File: src/rtl/uart_byte_fifo_if.sv
// Handshake bundle between uart_byte_fifo and its rx/tx neighbours.
// The level_o and drop_cnt_o members exist only when UART_FIFO_STATS_EN is defined.
interface uart_byte_fifo_if #(
   parameter int DATA_WIDTH = 8,
   parameter int ADDR_WIDTH = 4
);
   logic [DATA_WIDTH-1:0] rx_data_i;
   logic                  rx_v_i;
   logic [DATA_WIDTH-1:0] tx_data_o;
   logic                  tx_v_o;
   logic                  busy_i;
   logic                  empty_o;
   logic                  full_o;
   logic                  overflow_o;
`ifdef UART_FIFO_STATS_EN
   logic [ADDR_WIDTH:0]   level_o;
   logic [7:0]            drop_cnt_o;

   modport slave (
      input  rx_data_i, rx_v_i, busy_i,
      output tx_data_o, tx_v_o, empty_o, full_o, overflow_o, level_o, drop_cnt_o
   );
   modport master (
      output rx_data_i, rx_v_i, busy_i,
      input  tx_data_o, tx_v_o, empty_o, full_o, overflow_o, level_o, drop_cnt_o
   );
`else
   modport slave (
      input  rx_data_i, rx_v_i, busy_i,
      output tx_data_o, tx_v_o, empty_o, full_o, overflow_o
   );
   modport master (
      output rx_data_i, rx_v_i, busy_i,
      input  tx_data_o, tx_v_o, empty_o, full_o, overflow_o
   );
`endif
endinterface

File: src/rtl/uart_byte_fifo.sv
// Circular byte FIFO from uart_rx to uart_tx with a busy-aware drain FSM.
// Define UART_FIFO_STATS_EN to add level_o and a saturating drop_cnt_o.
module uart_byte_fifo #(
   parameter int DATA_WIDTH = 8,
   parameter int ADDR_WIDTH = 4,
   parameter int BUSY_WAIT  = 4
) (
   input  logic            clk_i,
   input  logic            rst_i,
   uart_byte_fifo_if.slave bus
);
   localparam int DEPTH = 1 << ADDR_WIDTH;
   localparam int WCW   = $clog2(BUSY_WAIT + 1);

   localparam logic [1:0] S_IDLE    = 2'd0;
   localparam logic [1:0] S_ISSUE   = 2'd1;
   localparam logic [1:0] S_WAIT_HI = 2'd2;
   localparam logic [1:0] S_WAIT_LO = 2'd3;

   logic [DATA_WIDTH-1:0] mem_q [DEPTH];
   logic [ADDR_WIDTH-1:0] wr_ptr_q, wr_ptr_d;
   logic [ADDR_WIDTH-1:0] rd_ptr_q, rd_ptr_d;
   logic [ADDR_WIDTH:0]   count_q, count_d;
   logic                  empty_q, empty_d;
   logic                  full_q, full_d;
   logic                  overflow_q, overflow_d;
   logic                  tx_v_q, tx_v_d;
   logic [DATA_WIDTH-1:0] tx_data_q, tx_data_d;
   logic [1:0]            state_q, state_d;
   logic [WCW-1:0]        wait_cnt_q, wait_cnt_d;
   logic                  push, pop, drop;

   // A full FIFO still accepts a byte when a pop frees a slot in the same cycle.
   always_comb begin
      pop  = (state_q == S_ISSUE);
      push = bus.rx_v_i && (!full_q || pop);
      drop = bus.rx_v_i && full_q && !pop;

      state_d    = state_q;
      wait_cnt_d = wait_cnt_q;
      rd_ptr_d   = rd_ptr_q;
      wr_ptr_d   = wr_ptr_q;
      tx_data_d  = tx_data_q;
      tx_v_d     = 1'b0;
      overflow_d = overflow_q || drop;
      count_d    = count_q;

      case (state_q)
         S_IDLE: begin
            if (!empty_q && !bus.busy_i) state_d = S_ISSUE;
         end
         S_ISSUE: begin
            tx_data_d  = mem_q[rd_ptr_q];
            rd_ptr_d   = rd_ptr_q + 1'b1;
            tx_v_d     = 1'b1;
            wait_cnt_d = '0;
            state_d    = S_WAIT_HI;
         end
         S_WAIT_HI: begin
            if (bus.busy_i) begin
               state_d = S_WAIT_LO;
            end else begin
               wait_cnt_d = wait_cnt_q + 1'b1;
               if (wait_cnt_d == WCW'(BUSY_WAIT)) state_d = S_IDLE;
            end
         end
         S_WAIT_LO: begin
            if (!bus.busy_i) state_d = S_IDLE;
         end
         default: state_d = S_IDLE;
      endcase

      if (push) wr_ptr_d = wr_ptr_q + 1'b1;

      case ({push, pop})
         2'b10:   count_d = count_q + 1'b1;
         2'b01:   count_d = count_q - 1'b1;
         default: count_d = count_q;
      endcase

      empty_d = (count_d == '0);
      full_d  = (count_d == (ADDR_WIDTH + 1)'(DEPTH));
   end

   always_ff @(posedge clk_i or negedge rst_i) begin
      if (!rst_i) begin
         state_q    <= S_IDLE;
         wait_cnt_q <= '0;
         rd_ptr_q   <= '0;
         wr_ptr_q   <= '0;
         count_q    <= '0;
         empty_q    <= 1'b1;
         full_q     <= 1'b0;
         overflow_q <= 1'b0;
         tx_data_q  <= '0;
         tx_v_q     <= 1'b0;
      end else begin
         state_q    <= state_d;
         wait_cnt_q <= wait_cnt_d;
         rd_ptr_q   <= rd_ptr_d;
         wr_ptr_q   <= wr_ptr_d;
         count_q    <= count_d;
         empty_q    <= empty_d;
         full_q     <= full_d;
         overflow_q <= overflow_d;
         tx_data_q  <= tx_data_d;
         tx_v_q     <= tx_v_d;
      end
   end

   // Storage needs no reset: only slots behind wr_ptr are ever read.
   always_ff @(posedge clk_i) begin
      if (push) mem_q[wr_ptr_q] <= bus.rx_data_i;
   end

   assign bus.tx_data_o  = tx_data_q;
   assign bus.tx_v_o     = tx_v_q;
   assign bus.empty_o    = empty_q;
   assign bus.full_o     = full_q;
   assign bus.overflow_o = overflow_q;

`ifdef UART_FIFO_STATS_EN
   logic [7:0] drop_cnt_q, drop_cnt_d;

   always_comb begin
      drop_cnt_d = drop_cnt_q;
      if (drop && (drop_cnt_q != 8'hFF)) drop_cnt_d = drop_cnt_q + 1'b1;
   end

   always_ff @(posedge clk_i or negedge rst_i) begin
      if (!rst_i) drop_cnt_q <= '0;
      else        drop_cnt_q <= drop_cnt_d;
   end

   assign bus.level_o    = count_q;
   assign bus.drop_cnt_o = drop_cnt_q;
`endif
endmodule
File: src/flat_wrapper.sv
// flat-port wrapper written by rule: the top's interface ports become plain ports
module uart_byte_fifo_flat 
#(
   parameter int DATA_WIDTH = 8,
   parameter int ADDR_WIDTH = 4,
   parameter int BUSY_WAIT  = 4
)
  (clk_i, rst_i, bus_rx_data_i, bus_rx_v_i, bus_busy_i, bus_tx_data_o, bus_tx_v_o, bus_empty_o, bus_full_o, bus_overflow_o);
  uart_byte_fifo_if #(.DATA_WIDTH(DATA_WIDTH), .ADDR_WIDTH(ADDR_WIDTH)) bus_i ();
  input  logic clk_i;
  input  logic rst_i;
  input wire logic [$bits(bus_i.rx_data_i)-1:0] bus_rx_data_i;
  input wire logic [$bits(bus_i.rx_v_i)-1:0] bus_rx_v_i;
  input wire logic [$bits(bus_i.busy_i)-1:0] bus_busy_i;
  output wire logic [$bits(bus_i.tx_data_o)-1:0] bus_tx_data_o;
  output wire logic [$bits(bus_i.tx_v_o)-1:0] bus_tx_v_o;
  output wire logic [$bits(bus_i.empty_o)-1:0] bus_empty_o;
  output wire logic [$bits(bus_i.full_o)-1:0] bus_full_o;
  output wire logic [$bits(bus_i.overflow_o)-1:0] bus_overflow_o;
  assign bus_i.rx_data_i = bus_rx_data_i;
  assign bus_i.rx_v_i = bus_rx_v_i;
  assign bus_i.busy_i = bus_busy_i;
  assign bus_tx_data_o = bus_i.tx_data_o;
  assign bus_tx_v_o = bus_i.tx_v_o;
  assign bus_empty_o = bus_i.empty_o;
  assign bus_full_o = bus_i.full_o;
  assign bus_overflow_o = bus_i.overflow_o;
  uart_byte_fifo #(.DATA_WIDTH(DATA_WIDTH), .ADDR_WIDTH(ADDR_WIDTH), .BUSY_WAIT(BUSY_WAIT)) u_core (.clk_i(clk_i), .rst_i(rst_i), .bus(bus_i));
endmodule
File: config.mk
export PLATFORM = sky130hd
export DESIGN_NAME = uart_byte_fifo_flat
export DESIGN_NICKNAME = d
export VERILOG_FILES = /design/src/rtl/uart_byte_fifo_if.sv /design/src/rtl/uart_byte_fifo.sv /design/src/flat_wrapper.sv
export SDC_FILE = /design/constraint.sdc
export NUM_CORES = 1
export LEC_CHECK = 0
export BUFFER_PORTS_ARGS = -buffer_cell sky130_fd_sc_hd__buf_2
export CORE_ASPECT_RATIO = 0.7
export CORE_MARGIN = 3
export CORE_UTILIZATION = 40
export CTS_BUF_LIST = sky130_fd_sc_hd__clkbuf_4
export DETAILED_ROUTE_END_ITERATION = 10
export PLACE_DENSITY_LB_ADDON = 0.05
export SLEW_MARGIN = 15
export SYNTH_ARGS = -nofsm -noshare
export SYNTH_HDL_FRONTEND = slang
export SYNTH_SLANG_ARGS = --single-unit
File: constraint.sdc
create_clock -name clk_i -period 5.1 [get_ports clk_i]
set_input_delay 0.765 -clock clk_i [delete_from_list [all_inputs] [get_ports clk_i]]
set_output_delay 0.765 -clock clk_i [all_outputs]
set_load 0.1 [all_outputs]
==> impl_metrics.json, run 1 <==
{
  "ir_worst_vdd_uv": 258.1,
  "maxCapViolations": 0,
  "cts-buffers-inserted": 17,
  "crit_type": "reg -> reg",
  "max_stage_delay_ps": 470,
  "core-area_sq_um": 15740,
  "cpLargestDelayFamily": "multiplexers",
  "post_cts_buffers": 0,
  "relSlewSlack_pct": 52.52,
  "die_y_um": 113.0,
  "hp-class": "in -> async",
  "yosysTopAreaCell": "edfxtp_1",
  "clk_latency_ps": 520,
  "mostFrequentLayoutCells": "128 x edfxtp_1, 41 x mux2i_1, 28 x dfrtp_1, 23 x buf_2",
  "synthDistinctLibCells": 50,
  "end_kind": "flip-flop",
  "clock_sinks": 158,
  "area_growth_pct": 8.736,
  "max_freq_mhz": 297.2,
  "grt_max_degree": 41,
  "final.setup_skew_ps": 25.69,
  "clockRootBuffer": "clkbuf_4",
  "firstDrtPassIters": 4,
  "rsz0062_at_grt": "false",
  "crit_slowest_cell": "a21boi_2",
  "cts_tree": "done",
  "p_per_area_nw_per_um2": 555.7,
  "grt_overflow": 0,
  "r2r_setup_slack_ps": 1740,
  "nets": 438,
  "syn_area_sq_um": 6545,
  "placed_area_sq_um": 6872,
  "cp_common_cell": "ha_1",
  "cts-resized-gates": 0,
  "final_common_cell": "edfxtp_1",
  "power.leakage_nw": 2.496,
  "syn_area_per_cell_sq_um": 16.87,
  "cp_num_buf_inv": 2,
  "dieArea_sq_um": 17960,
  "layout_min_cycle_time_ps": 3365,
  "post-dp-hpwl_um": 8793,
  "ys_seq_elements": 158,
  "wl_per_cell_um": 20.54,
  "hold_buffers": 0,
  "holdWs_ps": 264.2,
  "antenna_found_initial": 0,
  "hold_viol": 0,
  "ys_seq_area_share_pct": 70.22,
  "cp.required_ps": 5570,
  "die_x_um": 158.9,
  "fillers": 1406,
  "num_rows": 38,
  "grt_pass1_vias": 3387,
  "reg2regPathDepth": 11,
  "netlist.area_leader.share_pct": 58.73,
  "crit-reg2reg-launch": "u_core.state_q[1]",
  "postSynth.asyncResetShare_pct": 18.99,
  "grt_usage_pct": 15.49,
  "ant_nets": 0,
  "via_per_inst": 5.111,
  "port_buffers": 23,
  "cts.clk_slew.worst_paths_ps": 140,
  "drc": 0,
  "status": "complete, no violations",
  "worstPathArrival_ps": 3840,
  "path_max_fanout": 14,
  "h-tree-depth": 4,
  "clockBufferDepth": 2,
  "finalSetupTns_ps": 0,
  "yosys_warnings": 0,
  "synthesis.instances": 388,
  "synth-edff-count": 128,
  "setup_viol": 0,
  "gp_congestion": 0.7475,
  "drt_iter0_markers": 169,
  "tightest_slew_ps": 712.2,
  "cp_cell_sequence": "nand2b_1 > buf_4 > a21boi_2 > inv_2 > ha_1 > xor2_1 > ha_1 > a21oi_1 > mux2_2 > mux2_4 > and4bb_1",
  "drive_gt1_share_pct": 20.98,
  "drt_wl_total_um": 13330,
  "synth.area.top_cells": "edfxtp_1 59%, dfrtp_1 11%, mux2i_1 6.3%",
  "min_period_over_period_pct": 65.97,
  "slew_viol_final": 0,
  "grt_pass1_wl_um": 20710,
  "synth_flop_cell": "edfxtp_1",
  "synth_nets": 410,
  "fin_area_sq_um": 7117,
  "io-pin-count": 24,
  "via_count": 3317,
  "start_util_pct": 41.59,
  "r2r_end": "u_core.bus.empty_o",
  "cp.depth": 11,
  "crit_path_start_kind": "flip-flop",
  "diodes": 0
}
layer usage:
layer / vias to the layer above / global-route usage (%) / part of all wire (%)
li1: 1582 / - / -
met1: 1678 / 23.53 / 52
met2: 49 / 22.55 / 43
met3: 8 / 3.366 / 3.8
met4: 0 / 4.431 / 1.0
met5: - / 0 / 0
sequential cells by signal (all words and copies together) (netlist names):
name                   cells
u_core.bus.empty_o         1
u_core.bus.full_o          1
u_core.bus.overflow_o      1
u_core.bus.tx_data_o       8
u_core.bus.tx_v_o          1
u_core.count_q             5
u_core.mem_q             128
u_core.rd_ptr_q            4
u_core.state_q             2
u_core.wait_cnt_q          3
u_core.wr_ptr_q            4
worst max path at each step:
stage                 startpoint                  to  slack [ps]
4_1_cts        u_core.state_q[1]   u_core.bus.full_o        1760
5_1_grt        u_core.state_q[1]   u_core.bus.full_o        1490
2_1_floorplan  u_core.bus.full_o  u_core.bus.empty_o        1980
6_report       u_core.state_q[1]  u_core.bus.empty_o        1740
3_3_place_gp          bus_rx_v_i  u_core.bus.empty_o        1750
3_5_place_dp          bus_rx_v_i  u_core.bus.empty_o        1700
where the power goes:
group | total (mW) | switching, mW | internal [mW]
Combinational | 1.50 | 0.982 | 0.522
Sequential | 1.78 | 0.165 | 1.62
Clock | 0.667 | 0.461 | 0.206
Total | 3.95 | 1.61 | 2.35
synth_stat cells (2+ instances only):
cell type	number
nor2b_1	6
buf_2	10
edfxtp_1	128
a32oi_1	8
nand2_1	18
xnor2_1	8
xor2_1	2
and2_1	15
mux4_2	16
nor3b_2	2
o21ai_0	15
nor2_1	7
clkbuf_1	5
buf_4	2
and4_1	4
ha_1	10
a21oi_1	11
nand2b_1	2
mux2_2	2
inv_1	5
mux2i_1	41
dfrtp_1	29
a22oi_1	10
o31ai_1	2
nand3_1	4
nor3b_1	2
final cells by class:
type                       count  area (sq um)  area share [%]
sequential                   158          4597           64.59
multi-input combinational    206          1832           25.74
tap                          220         275.3           3.868
inverter                       6         22.52          0.3165
timing repair buffer          27         145.1           2.039
clock inverter                14         110.1           1.547
clock buffer                  18         135.1           1.899
per-stage QoR:
| stage | total power, mW | util (%) | cells | setup WS (ps) |
|---|---|---|---|---|
| finish | 3.955 | 45.22 | 649 | 1735 |
| detailed placement | 3.343 | 43.66 | 617 | 1703 |
| global route | 4.200 | 45.22 | 649 | 1490 |
| floorplan | 2.972 | - | 388 | 1976 |
| global placement | 3.332 | 43.66 | 617 | 1754 |
| CTS | 4.015 | 45.22 | 649 | 1762 |
cells by family (layout without fill, tap and decap cells):
logic type,after synthesis,count (layout),share of synthesized area [%]
AO/OA/AOI/OAI,58,58,6.194
XOR/XNOR,10,10,1.338
adder cells (fa/ha/maj),10,10,1.912
buffers and inverters,24,65,1.797
flip-flops,158,158,70.22
multiplexers,60,60,12.35
AND/OR/NAND/NOR,68,68,6.194
(Power assumes the default switching activity.)
==> run 2, diff against run 1 <==
==> constraint.sdc (replaced) <==
create_clock -name clk_i -period 3.2 [get_ports clk_i]
set_input_delay 0.48 -clock clk_i [delete_from_list [all_inputs] [get_ports clk_i]]
set_output_delay 0.48 -clock clk_i [all_outputs]
set_load 0.1 [all_outputs]
==> impl_metrics.json, run 2 (synthesis results as in run 1) <==
{
  "via_count": 3369,
  "final.setup_skew_ps": 12.58,
  "post-dp-hpwl_um": 8943,
  "reg2regPathDepth": 10,
  "cp_common_cell": "ha_1",
  "max_stage_delay_ps": 460,
  "grt_max_degree": 41,
  "p_per_area_nw_per_um2": 898.6,
  "post_cts_buffers": 0,
  "nets": 443,
  "port_buffers": 23,
  "die_y_um": 113.0,
  "num_rows": 38,
  "largest_reg_flops": 128,
  "grt_pass1_wl_um": 21510,
  "worstPathArrival_ps": 3260,
  "finalPower_mw": 6.474,
  "cp.required_ps": 3650,
  "hold_viol": 0,
  "min_from": "bus_rx_v_i",
  "dieArea_sq_um": 17960,
  "fillers": 1372,
  "grt_usage_pct": 16.19,
  "drt_wl_total_um": 13940,
  "min_period_over_period_pct": 87.79,
  "firstDrtPassIters": 5,
  "drt_iter0_markers": 230,
  "clock_sinks": 158,
  "drc": 0,
  "power.leakage_nw": 2.553,
  "grt_pass1_vias": 3450,
  "crit_type": "reg -> reg",
  "area_growth_pct": 10.07,
  "cts-resized-gates": 0,
  "mostFrequentLayoutCells": "128 x edfxtp_1, 41 x mux2i_1, 28 x dfrtp_1, 23 x buf_2, 18 x nand2_1",
  "h-tree-depth": 4,
  "slew_viol_final": 0,
  "end_kind": "flip-flop",
  "hold_depth": 2,
  "status": "complete, no violations",
  "start_util_pct": 41.59,
  "die_x_um": 158.9,
  "clk_latency_ps": 510,
  "cp_cell_sequence": "nand2b_1 > a21boi_2 > inv_2 > ha_1 > xor2_1 > ha_1 > a21oi_1 > mux2_2 > mux2_4 > and4bb_1",
  "grt_overflow": 0,
  "maxCapViolations": 0,
  "r2r_end": "u_core.bus.empty_o",
  "diodes": 0,
  "cts.clk_slew.worst_paths_ps": 130,
  "setup_viol": 0,
  "io-pin-count": 24,
  "hold_buffers": 1,
  "crit_slowest_cell": "dfrtp_1",
  "via_per_inst": 5.151,
  "wl_per_cell_um": 21.32,
  "ant_nets": 0,
  "crit-reg2reg-launch": "u_core.state_q[1]",
  "r2r_setup_slack_ps": 390,
  "rsz0062_at_grt": "false",
  "antenna_found_initial": 0,
  "final_common_cell": "edfxtp_1",
  "largest_register": "u_core.mem_q",
  "cts-buffers-inserted": 17,
  "path_max_fanout": 7,
  "layout_min_cycle_time_ps": 2809,
  "hp-class": "in -> reg",
  "crit_path_start_kind": "flip-flop",
  "clockRootBuffer": "clkbuf_4",
  "gp_congestion": 0.7824,
  "max_freq_mhz": 356.0,
  "relSlewSlack_pct": 49.21,
  "drive_gt1_share_pct": 21.89,
  "stdcell_count": 654,
  "core-area_sq_um": 15740,
  "ir_worst_vdd_uv": 467.2,
  "clockBufferDepth": 2,
  "finalSetupTns_ps": 0,
  "hold_end": "u_core.bus.overflow_o",
  "cts_tree": "done",
  "dp.cells": 621,
  "tightest_slew_ps": 761.9
}
## run 2: changes by cell type in the layout (fill, tap and decap cells not counted), sizes merged, moves of 2 or more
| cell | previous run | this run |
|---|---|---|
| buf | 27 | 31 |
| clkinv | 4 | 9 |
| clkinvlp | 5 | 2 |
| inv | 11 | 9 |
## run 2: final cells by class
class	instances	area (sq um)	area share, %
well taps	220	275.3	3.821
clock inverters	15	140.1	1.945
flip-flops and latches	158	4597	63.81
inverters	6	22.52	0.3126
clock buffers	17	127.6	1.771
multi-input cells	206	1832	25.43
repair buffers	32	210.2	2.918
## run 2: worst max path at each step
stage	start	end	slack (ps)	cells after the start
2_1_floorplan	u_core.bus.full_o	u_core.bus.empty_o	80	10
3_3_place_gp	u_core.state_q[1]	u_core.bus.empty_o	480	10
3_5_place_dp	u_core.state_q[1]	u_core.bus.empty_o	430	10
4_1_cts	u_core.state_q[1]	u_core.bus.empty_o	380	10
5_1_grt	u_core.state_q[1]	u_core.bus.empty_o	200	10
6_report	u_core.state_q[1]	u_core.bus.empty_o	390	10
## run 2: per-stage QoR
step	instance area, sq um	utilization (%)	hold slack [ps]	worst slack, ps
6_report	7204	45.78	219.3	390.8
5_1_grt	7204	45.78	171.5	201.0
4_1_cts	7204	45.78	165.0	381.4
3_5_place_dp	6927	44.01	466.5	430.3
3_3_place_gp	6927	44.01	454.6	484.7
2_1_floorplan	6545	-	184.4	75.93
## run 2: routing by layer
layer,vias to the layer above,track usage (%),wire (um)
met2,80,23.07,6093
met3,6,3.293,903
li1,1584,-,-
met5,-,0,0
met1,1699,25.05,6824
met4,0,5.015,119
## run 2: worst max-delay path, delay by kind of cell, from the launching register on
kind	cells	cell delay, ps
DFF	1	460
and+or+nand+nor	2	500
muxes	2	710
adders and majority gates	2	440
buffers and inverters	1	110
AOI/OAI and AO/OA	2	380
xor gates and xnor gates	1	170
## run 2: power breakdown
group	leakage [nW]	switching (mW)	internal (mW)
combinational	0.884	1.65	0.885
sequential	1.52	0.232	2.58
clock	0.146	0.733	0.398
==> run 3, diff against run 2 <==
--- a/config.mk
+++ b/config.mk
@@ -6,13 +6,15 @@
 export NUM_CORES = 1
 export LEC_CHECK = 0
 export BUFFER_PORTS_ARGS = -buffer_cell sky130_fd_sc_hd__buf_2
+export CELL_PAD_IN_SITES_DETAIL_PLACEMENT = 2
+export CELL_PAD_IN_SITES_GLOBAL_PLACEMENT = 2
 export CORE_ASPECT_RATIO = 0.7
 export CORE_MARGIN = 3
 export CORE_UTILIZATION = 40
 export CTS_BUF_LIST = sky130_fd_sc_hd__clkbuf_4
 export DETAILED_ROUTE_END_ITERATION = 10
 export PLACE_DENSITY_LB_ADDON = 0.05
-export SLEW_MARGIN = 15
+export SLEW_MARGIN = 20
 export SYNTH_ARGS = -nofsm -noshare
 export SYNTH_HDL_FRONTEND = slang
 export SYNTH_SLANG_ARGS = --single-unit
==> impl_metrics.json, run 3 (synthesis results as in run 1) <==
{
  "status": "complete, no violations",
  "crit_end": "u_core.bus.full_o",
  "post_cts_buffers": 0,
  "top_usage_layer": "met1",
  "final_common_cell": "edfxtp_1",
  "fin_area_sq_um": 7237,
  "p_per_area_nw_per_um2": 933.8,
  "rsz0062_at_grt": "false",
  "drive_gt1_share_pct": 22.07,
  "hold_viol": 0,
  "worstPathArrival_ps": 3300,
  "crit-reg2reg-launch": "u_core.state_q[1]",
  "grt_usage_pct": 19.25,
  "post-dp-hpwl_um": 11000,
  "crit_type": "reg -> reg",
  "grt_overflow": 0,
  "largest_reg_flops": 128,
  "reg2regPathDepth": 10,
  "h-tree-depth": 4,
  "crit_path_start_kind": "flip-flop",
  "stdcell_count": 655,
  "start_util_pct": 41.59,
  "layout_min_cycle_time_ps": 2842,
  "grt_max_degree": 31,
  "drc": 0,
  "startpoint": "u_core.state_q[1]",
  "antenna_found_initial": 0,
  "mostFrequentLayoutCells": "128 x edfxtp_1, 41 x mux2i_1, 28 x dfrtp_1, 23 x buf_2, 22 x clkbuf_4",
  "power.leakage_nw": 2.568,
  "gp_congestion": 0.7849,
  "clockRootBuffer": "clkbuf_4",
  "wl_per_cell_um": 25.40,
  "io-pin-count": 24,
  "max_freq_mhz": 351.9,
  "area_growth_pct": 10.57,
  "cts.clk_slew.worst_paths_ps": 130,
  "end_kind": "flip-flop",
  "firstDrtPassIters": 4,
  "dieArea_sq_um": 17960,
  "cts-resized-gates": 0,
  "min_period_over_period_pct": 88.81,
  "port_buffers": 23,
  "r2r_setup_slack_ps": 360,
  "r2r_end": "u_core.bus.full_o",
  "drt_iter0_markers": 233,
  "met3_usage_pct": 3.110,
  "largest_register": "u_core.mem_q",
  "grt_pass1_vias": 3877,
  "ant_nets": 0,
  "cp.required_ps": 3660,
  "cts-buffers-inserted": 17,
  "core-area_sq_um": 15740,
  "setup_viol": 0,
  "grt_pass1_wl_um": 25380,
  "clk_latency_ps": 530,
  "die_y_um": 113.0,
  "maxCapViolations": 0,
  "final.setup_skew_ps": 20.41,
  "clockBufferDepth": 2,
  "nets": 444,
  "grt_use_met1_pct": 29.06,
  "gr-usage-met2_pct": 28.84,
  "num_rows": 38,
  "dp.cells": 622,
  "hp-class": "in -> reg",
  "drt_wl_total_um": 16640,
  "finalSetupTns_ps": 0,
  "path_max_fanout": 7,
  "slew_viol_final": 0,
  "placed_area_sq_um": 6922,
  "via_count": 3535,
  "die_x_um": 158.9,
  "via_per_inst": 5.397,
  "ir_worst_vdd_uv": 481.2,
  "tightest_slew_ps": 811.0,
  "diodes": 0,
  "cts_tree": "done",
  "clock_sinks": 158,
  "relSlewSlack_pct": 45.82,
  "hold_buffers": 1
}
[run 3: cell count changes in the layout (fill, tap and decap cells not counted), moves of 2 or more]
cell,delta
clkinv_4,-3
bufinv_16,+2
clkbuf_4,+5
inv_8,-2
clkinv_2,-2
buf_4,+2
[run 3: worst min path at each step]
stage	startpoint	to	slack [ps]	depth (start not counted)
2_1_floorplan	rst_i	u_core.bus.full_o	180	0
3_3_place_gp	u_core.bus.overflow_o	u_core.bus.overflow_o	470	1
3_5_place_dp	u_core.bus.overflow_o	u_core.bus.overflow_o	460	1
4_1_cts	bus_rx_v_i	u_core.bus.overflow_o	150	2
5_1_grt	bus_rx_v_i	u_core.bus.overflow_o	140	2
6_report	bus_rx_v_i	u_core.bus.overflow_o	200	2
[run 3: where the power goes]
group          switching, mW  internal [mW]  total [mW]
combinational           1.68          0.877        2.56
sequential             0.314           2.58        2.89
clock                  0.720          0.586        1.31
total                   2.71           4.04        6.76
[run 3: critical path: stages, from the launching register on]
cell and delay, ps:
dfrtp_1 470, nand2b_1 270, a21boi_2 220, inv_2 90, ha_1 220, xor2_1 170
ha_1 240, o221ai_1 190, o31ai_1 130, or4_4 540, a211oi_2 230
[run 3: stage by stage]
stage | utilization (%) | total power, mW | hold slack [ps] | setup WS, ps
after floorplan | - | 4.737 | 184.4 | 75.93
after global placement | 43.98 | 5.415 | 471.3 | 456.0
after detailed placement | 43.98 | 5.507 | 456.7 | 358.1
after CTS | 45.99 | 6.818 | 150.3 | 334.4
after global routing | 45.99 | 7.111 | 143.7 | 122.9
final | 45.99 | 6.758 | 200.3 | 358.2
[run 3: area by class of cell]
| type | instances | area, sq um |
|---|---|---|
| clock buffer | 22 | 165.2 |
| clock inverter | 10 | 140.1 |
| fill | 1471 | 8501 |
| inverter | 6 | 22.52 |
| multi-input combinational | 206 | 1832 |
| sequential | 158 | 4597 |
| tap | 220 | 275.3 |
| timing repair buffer | 33 | 205.2 |
[run 3: layer usage]
layer,wire (um),vias to the layer above
met2,7540,76
met5,0,-
met3,521,18
met1,8335,1851
met4,238,0
li1,-,1590
